## src/rtl/ark_round_ctrl.sv

```systemverilog
// ---------------------------------------------------------------------------
// ark_round_ctrl
// AddRoundKey stage and round controller of the AES-128 encrypt datapath.
// Owns the 128-bit cipher state register. Each round it XORs the current round
// key into one of three sources:
//   - the latched plaintext (round 0),
//   - the MixColumns output (rounds 1..NR-1),
//   - the ShiftRows output (final round, MixColumns bypassed).
// It also sequences the round number and presents the ciphertext on a
// valid/ready handshake.
//
// Ports:
//   i_clk         system clock, rising edge
//   i_rst         asynchronous active-high reset
//   i_start       begin a block; only looked at in IDLE
//   i_plaintext   input block, byte 0 in [127:120]
//   i_sr_data     SubBytes+ShiftRows of o_state_q (from upstream)
//   i_mc_data     MixColumns of i_sr_data (from mc)
//   i_round_key   round key for o_round
//   i_key_valid   i_round_key usable this cycle; low stalls the round
//   o_state_q     current cipher state
//   o_round       current round number 0..NR
//   o_mc_enable   enable for mc, high in RUN for rounds below NR
//   o_busy        high whenever the controller is not IDLE
//   o_ct_valid    ciphertext valid
//   o_ciphertext  result block, stable while o_ct_valid
//   i_ct_ready    consumer accepts the ciphertext
// NR must lie in 1..15 so that the 4-bit round counter never wraps.
// ---------------------------------------------------------------------------
module ark_round_ctrl #(
  parameter int NR = 10
) (
  input  logic         i_clk,
  input  logic         i_rst,
  input  logic         i_start,
  input  logic [127:0] i_plaintext,
  input  logic [127:0] i_sr_data,
  input  logic [127:0] i_mc_data,
  input  logic [127:0] i_round_key,
  input  logic         i_key_valid,
  output logic [127:0] o_state_q,
  output logic [3:0]   o_round,
  output logic         o_mc_enable,
  output logic         o_busy,
  output logic         o_ct_valid,
  output logic [127:0] o_ciphertext,
  input  logic         i_ct_ready
);

  localparam logic [3:0] LP_NR = 4'(NR);

  typedef enum logic [1:0] {
    ST_IDLE = 2'd0,
    ST_LOAD = 2'd1,
    ST_RUN  = 2'd2,
    ST_OUT  = 2'd3
  } state_t;

  state_t       r_fsm;
  state_t       w_fsm_nxt;
  logic [127:0] r_state_q;
  logic [127:0] r_pt_q;
  logic [127:0] r_ct;
  logic [3:0]   r_round;
  logic         r_ct_valid;
  logic         w_last_round;
  logic [127:0] w_final_state;

  assign w_last_round  = (r_round == LP_NR);
  // Final round skips MixColumns, so the key is added to the ShiftRows result.
  assign w_final_state = i_sr_data ^ i_round_key;

  // FSM state register
  always_ff @(posedge i_clk or posedge i_rst) begin
    if (i_rst) begin
      r_fsm <= ST_IDLE;
    end else begin
      r_fsm <= w_fsm_nxt;
    end
  end

  // FSM next-state decode
  always_comb begin
    w_fsm_nxt = r_fsm;
    case (r_fsm)
      ST_IDLE: begin
        if (i_start) w_fsm_nxt = ST_LOAD;
        else         w_fsm_nxt = ST_IDLE;
      end
      ST_LOAD: begin
        if (i_key_valid) w_fsm_nxt = ST_RUN;
        else             w_fsm_nxt = ST_LOAD;
      end
      ST_RUN: begin
        if (i_key_valid && w_last_round) w_fsm_nxt = ST_OUT;
        else                             w_fsm_nxt = ST_RUN;
      end
      ST_OUT: begin
        if (i_ct_ready) w_fsm_nxt = ST_IDLE;
        else            w_fsm_nxt = ST_OUT;
      end
      default: w_fsm_nxt = ST_IDLE;
    endcase
  end

  // FSM outputs decoded from the state register
  always_comb begin
    o_busy      = 1'b0;
    o_mc_enable = 1'b0;
    if (r_fsm != ST_IDLE) o_busy = 1'b1;
    else                  o_busy = 1'b0;
    // mc is only needed for rounds that actually use MixColumns.
    if ((r_fsm == ST_RUN) && (r_round < LP_NR)) o_mc_enable = 1'b1;
    else                                         o_mc_enable = 1'b0;
  end

  // Datapath: plaintext latch, cipher state, round counter, ciphertext
  always_ff @(posedge i_clk or posedge i_rst) begin
    if (i_rst) begin
      r_pt_q     <= 128'd0;
      r_state_q  <= 128'd0;
      r_ct       <= 128'd0;
      r_round    <= 4'd0;
      r_ct_valid <= 1'b0;
    end else begin
      case (r_fsm)
        ST_IDLE: begin
          if (i_start) begin
            r_pt_q  <= i_plaintext;
            r_round <= 4'd0;
          end
        end
        ST_LOAD: begin
          if (i_key_valid) begin
            r_state_q <= r_pt_q ^ i_round_key;
            r_round   <= 4'd1;
          end
        end
        ST_RUN: begin
          // With key_valid low every register simply holds (stall).
          if (i_key_valid) begin
            if (w_last_round) begin
              r_state_q  <= w_final_state;
              r_ct       <= w_final_state;
              r_ct_valid <= 1'b1;
            end else begin
              r_state_q <= i_mc_data ^ i_round_key;
              r_round   <= r_round + 4'd1;
            end
          end
        end
        ST_OUT: begin
          if (i_ct_ready) begin
            r_ct_valid <= 1'b0;
            r_round    <= 4'd0;
          end
        end
        default: begin
          r_ct_valid <= 1'b0;
        end
      endcase
    end
  end

  assign o_state_q    = r_state_q;
  assign o_round      = r_round;
  assign o_ct_valid   = r_ct_valid;
  assign o_ciphertext = r_ct;

endmodule
```

## config.mk

```make
export PLATFORM = sky130hd
export DESIGN_NAME = ark_round_ctrl
export DESIGN_NICKNAME = d
export VERILOG_FILES = /design/src/rtl/ark_round_ctrl.sv
export SDC_FILE = /design/constraint.sdc
export NUM_CORES = 1
export LEC_CHECK = 0
export CORE_AREA = 4 4 304 306
export CTS_BUF_LIST = sky130_fd_sc_hd__clkbuf_8
export DETAILED_ROUTE_END_ITERATION = 10
export DIE_AREA = 0 0 308 310
export PLACE_DENSITY = 0.49
export SLEW_MARGIN = 20
export SYNTH_ARGS = -nofsm -noshare
export SYNTH_HDL_FRONTEND = slang
export SYNTH_SLANG_ARGS = --single-unit
export TNS_END_PERCENT = 1
```

## constraint.sdc

```tcl
create_clock -name i_clk -period 16.32 [get_ports i_clk]
set_input_delay 4.08 -clock i_clk [delete_from_list [all_inputs] [get_ports i_clk]]
set_output_delay 4.08 -clock i_clk [all_outputs]
set_load 0.005 [all_outputs]
```

==> results.ini, run 1 <==
[worst_setup_path]
critPathArrivalTime_ps=2550
cp_top_family=buffers and inverters
worstPathRequired_ps=12240
cp-startpoint=r_fsm[0]
cp-endpoint=o_mc_enable
cp_slowest_cell=clkdlybuf4s50_1
r2r_start=o_round[0]
r2r_slack_ps=12490
r2r_cells=7
cp_cell_sequence=inv_1 -> ha_4 -> inv_2 -> nor2_1 -> clkdlybuf4s50_1
max_stage_delay_ps=570
critPathLaunchType=register
path_buf_inv=3
endpoint_kind=primary output
cp.depth=5
r2r_end=o_state_q[77]
crit_fanout=18
crit_type=reg2out

[grt]
grt_pass1_wl_mm=125
grt-ovfl-total=0
grt_pass1_vias=18391
grtUsageMet1=0.196
grt_use_total=0.175
met3_usage=0.0556
busiest_layer=met2
antenna_found_initial=10
grt_max_degree=117
grt.met2_usage=0.316

[job]
drv_cap=0

[route]
viasPerCell=4.53
drc=0
routed_wl_mm=87.5
drt_iter0_markers=779
num_vias=16920
wl_per_cell_um=23.4
dr.pass1.iters=5
antenna_left=0

[sta]
slew_violations=0
period_share=0.406
worst_slew_pin_slew_ps=1030
finalHoldViolations=0
max_freq_mhz=151
setup_tns_ps=0
skew_ps=43.9
min_period_ps=6630
hold_ws_ps=477
setup_violations=0
rsz0062_at_grt=false
slew_headroom=0.312

[pwr]
seqPwrFrac=0.347
p_leak_nw=12.3
p_sw_mw=1.53
power.density_nw_per_um2=145
p_int_mw=2.87
switching_share=0.348
pwr-share-comb=0.417
ir_drop_mv=0.0740
power_frac_clock=0.236

[die]
start_util=0.221
die_w_um=308
die_h_um=310
fp-row-count=110
num_io_pins=780
core_area_um2=89600
die_area_um2=95500

[layout]
multi_input_area_um2=9410
fillers=9017
area_growth_pct=53.5
fin_util=0.339
drive_gt1_frac=0.123
fin_nets=3017
regArea_um2=9780
instances_no_fill=3738
final_cell_mix=clkdlybuf4s50_1 (778), dfrtp_1 (391), xnor2_1 (235), nand2_1 (153), xor2_1 (149)
mostFrequentLayoutCell=clkdlybuf4s50_1

[placed_design]
dpl.hpwl_mm=63.6
dp.cells=3588
place.gp.congestion=0.884
numPortBuffers=779

[min_path]
hp-class=reg2reg

[synth]
ys.flop_type=dfrtp_1
yosysWarnings=0
synth_seq_cells=391
ys_seq_area_frac=0.495
syn_area_per_cell_um2=11.4
synth_cell_types=39
netlist_instances=1732
synth-edff-count=0
synth_nets=2256
async_reset_ff_frac=1.00
syn_area_um2=19800

[cts]
clk_pin_slew_ps=60
clock_latency_ps=640
cts_tree=done
cts_made_buffers=78
post_cts_resized=0
root_buffer=clkbuf_8
cts_sinks=391
cts_max_level=3
cts_setup_buffers=0
cts.hold.buffers_added=0
clockBufferDepth=3

[status]
status=completed

## synthesized netlist by cell type (22+ instances only)
library cell	n	area [um^2]
o21ai_1	42	210
a221oi_2	30	450
buf_2	43	215
o21ai_0	91	455
clkbuf_1	62	233
mux2_2	128	1440
mux2i_1	32	320
nand2_1	154	578
a21oi_1	126	631
o22ai_1	22	138
xnor2_1	235	2060
dfrtp_1	391	9780
a22o_1	88	771
a221oi_1	61	534
xor2_1	149	1310
## per-layer routing
metal | up-vias | share of wire
met5 | - | 0.00046
met2 | 636 | 0.51
met1 | 8436 | 0.38
met4 | 6 | 0.029
met3 | 132 | 0.080
li1 | 7710 | -
## worst min-delay path, delay by kind of cell (launching register included)
family | cells | cell delay (ps)
flip-flops | 1 | 340
AND/OR/NAND/NOR | 1 | 50
AO/OA/AOI/OAI | 1 | 60
## final cells by class
cell class / instances / area share
Sequential cell: 391 / 0.323
Multi-Input combinational cell: 1212 / 0.310
Timing Repair Buffer: 801 / 0.263
Tap cell: 1176 / 0.0485
Clock buffer: 105 / 0.0476
Clock inverter: 37 / 0.00569
Inverter: 9 / 0.00136
Antenna cell: 7 / 0.000577
## registers in the layout, summed over array words and instances, names as in the netlist
| register | flops |
|---|---|
| r_fsm | 2 |
| o_ciphertext | 128 |
| o_round | 4 |
| r_pt_q | 128 |
| o_state_q | 128 |
| o_ct_valid | 1 |
## logic make-up after synthesis
| group | count (synthesis) | share of synthesized area |
|---|---|---|
| AO/OA/AOI/OAI | 486 | 0.173 |
| flip-flops | 391 | 0.495 |
| XOR/XNOR | 384 | 0.170 |
| AND/OR/NAND/NOR | 174 | 0.0359 |
| multiplexers | 161 | 0.0897 |
| buffers and inverters | 129 | 0.0318 |
| adder cells (fa/ha/maj) | 7 | 0.00443 |
## how the worst min path moves through the flow
stage,startpoint,end,slack [ps],cells past startpoint
after floorplan,o_ciphertext[100],o_ciphertext[100],470,2
final,o_ciphertext[47],o_ciphertext[47],480,2
after CTS,o_ciphertext[42],o_ciphertext[42],480,2
after global routing,o_ciphertext[81],o_ciphertext[81],500,2
after detailed placement,o_ciphertext[42],o_ciphertext[42],470,2
after global placement,o_ciphertext[70],o_ciphertext[70],460,2
## metrics by stage
stage	instance area, um^2	total power, mW	setup slack, ps
2_1_floorplan	19800	2.51	1370
5_1_grt	30300	4.67	9480
4_1_cts	30300	4.46	9530
3_3_place_gp	28700	3.35	9000
6_report	30300	4.40	9690
3_5_place_dp	28700	3.39	8940
## power by group through the flow
stage | Sequential, mW | Combinational (mW) | Clock, mW
6_report | 1.52 | 1.83 | 1.04
5_1_grt | 1.56 | 1.99 | 1.13
4_1_cts | 1.52 | 1.86 | 1.08
3_5_place_dp | 1.54 | 1.85 | 0
3_3_place_gp | 1.52 | 1.83 | 0
2_1_floorplan | 1.50 | 1.01 | 0
No activity file was read; power rests on OpenSTA's default activity.
==> inputs of run 2 (changes only) <==
- clock period: 16.32 -> 6.5 ns (I/O delays scaled with it)
==> run 2 against run 1 <==
Net effect: first-iteration DRC count increased by 0.39%; register-to-register slack got worse by 9200 ps; power increased to 2.5 times the previous value; design area increased by 0.28%; highest routed layer unchanged; sequential power increased to 2.5 times the previous value; count of clock-buffer cells in the layout decreased by 6.
==> results.ini, run 2 (synthesis results as in run 1) <==
[layout]
fin_area_um2=30400  ; +0.28%
fillers=8997  ; -0.22%
final_cell_mix=clkdlybuf4s50_1 (778), dfrtp_1 (391), xnor2_1 (235), nand2_1 (153), xor2_1 (149)
drive_gt1_frac=0.120  ; -0.00269
area_growth_pct=53.9
mostFrequentLayoutCell=clkdlybuf4s50_1
fin_nets=3021  ; +0.13%

[die]
start_util=0.221  ; unchanged
die_h_um=310  ; unchanged
die_w_um=308  ; unchanged
die_area_um2=95500  ; unchanged
fp-row-count=110  ; unchanged
core_area_um2=89600  ; unchanged
num_io_pins=780  ; unchanged

[cts]
clk_pin_slew_ps=50  ; about the same
post_cts_resized=0  ; unchanged
clockBufferDepth=3  ; unchanged
clock_latency_ps=640  ; about the same
cts_sinks=391  ; unchanged
cts_setup_buffers=0  ; unchanged
cts_max_level=3  ; unchanged
cts.hold.buffers_added=0  ; unchanged
cts_tree=done
cts_made_buffers=79  ; +1.3%
root_buffer=clkbuf_8

[worst_setup_path]
crit_fanout=10  ; -8
crit_type=reg2out
critPathArrivalTime_ps=2280  ; -270 ps
cp_cell_sequence=inv_1 -> ha_4 -> inv_2 -> nor2_1 -> clkdlybuf4s50_1
cp_slowest_cell=clkdlybuf4s50_1
max_stage_delay_ps=570  ; about the same
worstPathRequired_ps=4880  ; -7360 ps
endpoint_kind=primary output
critPathLaunchType=register

[status]
status=completed

[pwr]
power.density_nw_per_um2=364  ; +150%
finalPower_mw=11.1  ; +150%
ir_drop_mv=0.342  ; +360%
p_leak_nw=12.4  ; +0.33%

[sta]
slew_violations=0  ; unchanged
finalHoldViolations=0  ; unchanged
setup_violations=0  ; unchanged
skew_ps=35.2  ; -8.71 ps
rsz0062_at_grt=false
worst_slack_ps=2600  ; -7100 ps
period_share=0.600
min_period_ps=3900
worst_slew_pin_slew_ps=1050  ; +20.1 ps
slew_headroom=0.299  ; -0.0134
setup_tns_ps=0  ; unchanged
max_freq_mhz=256

[grt]
grt-ovfl-total=0  ; unchanged
grt_pass1_wl_mm=125  ; +0.23%
grt_max_degree=133  ; +14%
grt_use_total=0.174  ; -0.000409
grt_pass1_vias=18576  ; +1.0%
antenna_found_initial=9  ; -1

[route]
drt_iter0_markers=782  ; +0.39%
antenna_left=0  ; unchanged
viasPerCell=4.54  ; +0.19%
drc=0  ; unchanged
routed_wl_mm=87.4  ; about the same
dr.pass1.iters=5  ; unchanged
wl_per_cell_um=23.4  ; -0.10%
num_vias=16966  ; +0.27%

[min_path]
hp-class=reg2reg

[placed_design]
numPortBuffers=779  ; unchanged
place_area_um2=28800  ; +0.35%
place.gp.congestion=0.879  ; -0.64%
dpl.hpwl_mm=63.4  ; -0.42%
pre_cts_slack_ps=2240  ; -6700 ps

[job]
drv_cap=0  ; unchanged

==> run 2: cell count changes in the layout (fill, tap and decap cells not counted) <==
cell	before	now
buf_6	2	0
clkinv_2	13	6
diode_2	7	11
bufinv_16	0	3
buf_12	0	6
inv_1	27	33
clkinv_8	0	1
clkinvlp_4	2	1
clkbuf_8	105	99
buf_16	1	0
==> run 2: worst paths after layout <==
path | from | to | slack [ps] | cells past startpoint
setup reg to reg | o_round[0] | o_state_q[57] | 3340 | 7
setup / recovery | r_fsm[0] | o_mc_enable | 2600 | 5
max in group asynchronous | i_rst | o_ciphertext[33] | 3550 | 4
hold reg to reg | o_ciphertext[107] | o_ciphertext[107] | 480 | 2
min in group asynchronous | i_rst | o_state_q[118] | 1400 | 2
hold / removal | o_ciphertext[107] | o_ciphertext[107] | 480 | 2
==> run 2: final cells by class <==
| type | count | area [um^2] | area share |
|---|---|---|---|
| antenna | 11 | 27.5 | 0.000905 |
| clock buffer | 99 | 1360 | 0.0448 |
| clock inverter | 39 | 263 | 0.00864 |
| inverter | 9 | 37.5 | 0.00123 |
| multi-input combinational | 1212 | 9410 | 0.309 |
| sequential | 391 | 9780 | 0.322 |
| tap | 1176 | 1470 | 0.0484 |
| timing repair buffer | 804 | 8060 | 0.265 |
==> run 2: layer usage <==
layer	track usage	wire length, um	up-vias
li1	-	-	7723
met4	0.0582	2740	4
met5	0	32	-
met1	0.200	33600	8420
met3	0.0527	6670	143
met2	0.311	44400	676
==> run 2: stage by stage <==
step	util	std cells	hold slack [ps]
finish	0.339	3741	479
global route	0.339	3736	503
CTS	0.339	3730	482
detailed placement	0.321	3592	470
global placement	0.321	3592	464
floorplan	-	1732	473
==> run 2: power by group <==
group	switching (mW)	leakage [nW]	internal, mW
Sequential	0.558	4.93	3.27
Combinational	2.11	6.49	2.47
Clock	1.18	0.938	1.49
==> run 2: critical path, delay by kind of cell, from the launching register on <==
kind	cells	cell delay, ps
flops	1	440
buf+inv	3	860
simple gates	1	170
fa+ha+maj	1	180
==> inputs of run 3 (changes only) <==
- clock period: 6.5 -> 3.8 ns (I/O delays scaled with it)
==> run 3 against run 2 <==
Net effect: design area up 1.2%; routed wire length up 2.8%; critical endpoint unchanged; largest cell class unchanged; critical path depth unchanged; register-to-register slack worse by 2400 ps; combinational power up 76%; worst hold slack worse by 1.4 ps; sequential power up 71%.
==> results.ini, run 3 (synthesis results as in run 1) <==
[sta]
slew_violations=0  ; unchanged
min_period_ps=3250
period_share=0.854
finalHoldViolations=0  ; unchanged
rsz0062_at_grt=false
hold_ws_ps=478  ; -1.39 ps
worst_slack_ps=553  ; -2050 ps
skew_ps=36.9  ; +1.70 ps
worst_slew_pin_slew_ps=874  ; -178 ps
setup_violations=0  ; unchanged
slew_headroom=0.418  ; +0.119
max_freq_mhz=308

[cts]
cts_sinks=391  ; unchanged
root_buffer=clkbuf_8
cts_max_level=3  ; unchanged
cts_made_buffers=81  ; +2.5%
cts_tree=done
post_cts_resized=0  ; unchanged
clock_latency_ps=640  ; about the same
cts_setup_buffers=0  ; unchanged
cts.hold.buffers_added=0  ; unchanged
clk_pin_slew_ps=60  ; about the same
clockBufferDepth=3  ; unchanged

[layout]
mostFrequentLayoutCell=clkdlybuf4s50_1
final_cell_mix=clkdlybuf4s50_1 (778), dfrtp_1 (391), xnor2_1 (235), nand2_1 (153), xor2_1 (149)
fin_area_um2=30800  ; +1.2%
fillers=8987  ; -0.11%
fin_nets=3053  ; +1.1%
drive_gt1_frac=0.133  ; +0.0131
area_growth_pct=55.7

[job]
drv_cap=0  ; unchanged

[worst_setup_path]
endpoint_kind=primary output
r2r_start=r_fsm[0]
critPathLaunchType=register
r2r_slack_ps=980  ; -2360 ps
crit_fanout=10  ; unchanged
r2r_cells=8  ; +1
worstPathRequired_ps=2850  ; -2030 ps
r2r_end=o_ciphertext[96]
cp_cell_sequence=inv_1 -> ha_4 -> inv_2 -> nor2_1 -> clkdlybuf4s50_1
critPathArrivalTime_ps=2300  ; +20 ps
max_stage_delay_ps=580  ; about the same
cp_slowest_cell=clkdlybuf4s50_1
cp-startpoint=r_fsm[0]
crit_type=reg2out

[die]
core_area_um2=89600  ; unchanged
start_util=0.221  ; unchanged
die_w_um=308  ; unchanged
num_io_pins=780  ; unchanged
die_h_um=310  ; unchanged
fp-row-count=110  ; unchanged
die_area_um2=95500  ; unchanged

[grt]
met3_usage=0.0572  ; +0.00449
busiest_layer=met2
grt-ovfl-total=0  ; unchanged
grtUsageMet1=0.200  ; about the same
grt_use_total=0.180  ; +0.00562
grt.met2_usage=0.320  ; +0.00873
grt_pass1_vias=18736  ; +0.86%
grt_max_degree=108  ; -19%
grt_pass1_wl_mm=128  ; +2.1%
antenna_found_initial=17  ; +8

[placed_design]
place.gp.congestion=0.888  ; +1.0%
numPortBuffers=779  ; unchanged
pre_cts_slack_ps=927  ; -1310 ps
place_area_um2=29100  ; +1.0%
dpl.hpwl_mm=66.1  ; +4.3%

[route]
dr.pass1.iters=7  ; +2
drt_iter0_markers=769  ; -1.7%
num_vias=17051  ; +0.50%
wl_per_cell_um=23.8  ; +1.7%
drc=0  ; unchanged
routed_wl_mm=89.8  ; +2.8%
antenna_left=0  ; unchanged
viasPerCell=4.51  ; -0.54%

[pwr]
p_sw_mw=6.66  ; +73%
finalPower_mw=19.2  ; +73%
seqPwrFrac=0.341  ; -0.005
pwr-share-comb=0.419  ; +0.006
p_leak_nw=12.5  ; +1.4%
power.density_nw_per_um2=623  ; +71%
p_int_mw=12.5  ; +73%
power_frac_clock=0.240  ; about the same
ir_drop_mv=0.390  ; +14%
switching_share=0.347  ; about the same

[min_path]
hold_depth=2  ; unchanged
hold_start=o_ciphertext[105]
hold-path-endpoint=o_ciphertext[105]
hp-class=reg2reg

[status]
status=completed

-- run 3: cell count changes in the layout (fill, tap and decap cells not counted) --
cell,change
bufinv_16,-3
inv_1,-4
diode_2,+5
clkinv_2,-1
clkinvlp_4,+1
clkbuf_8,+11
inv_8,-1
buf_4,+24
inv_6,+1
buf_12,+6
-- run 3: layout make-up --
type / instances / area (um^2) / share of cell area
flip-flops and latches: 391 / 9780 / 0.318
well taps: 1176 / 1470 / 0.0478
clock inverters: 32 / 158 / 0.00512
clock buffers: 110 / 1510 / 0.0492
diodes: 16 / 40.0 / 0.00130
inverters: 9 / 37.5 / 0.00122
repair buffers: 834 / 8360 / 0.272
multi-input cells: 1212 / 9410 / 0.306
-- run 3: how the worst max path moves through the flow --
stage	end	slack, ps
6_report	o_mc_enable	550
5_1_grt	o_mc_enable	400
4_1_cts	o_mc_enable	420
3_5_place_dp	r_pt_q[95]	930
3_3_place_gp	r_fsm[0]	940
2_1_floorplan	o_ciphertext[0]	-2410
-- run 3: critical path: cells and delay by family (launching register included) --
| kind | cells | cell delay [ps] |
|---|---|---|
| buf+inv | 3 | 850 |
| flops | 1 | 420 |
| fa+ha+maj | 1 | 170 |
| simple gates | 1 | 220 |
-- run 3: per-stage QoR --
stage | utilization | setup TNS (ps) | cells
floorplan | - | -942260 | 1732
global placement | 0.324 | 0 | 3622
detailed placement | 0.324 | 0 | 3622
global route | 0.343 | 0 | 3776
finish | 0.344 | 0 | 3780
CTS | 0.343 | 0 | 3764
-- run 3: layer usage --
layer  share of wire  vias to the layer above  wire [um]
li1                -                     7814          -
met1            0.38                     8414      33900
met2            0.51                      648      45500
met3           0.077                      171       6960
met4           0.038                        4       3450
met5         0.00040                        -         36
-- run 3: power by group through the flow --
stage	logic, mW	clock network (mW)	registers, mW
finish	8.05	4.60	6.54
global route	8.70	4.98	6.69
CTS	8.16	4.77	6.54
detailed placement	8.11	0	6.59
global placement	8.00	0	6.56
floorplan	4.35	0	6.43
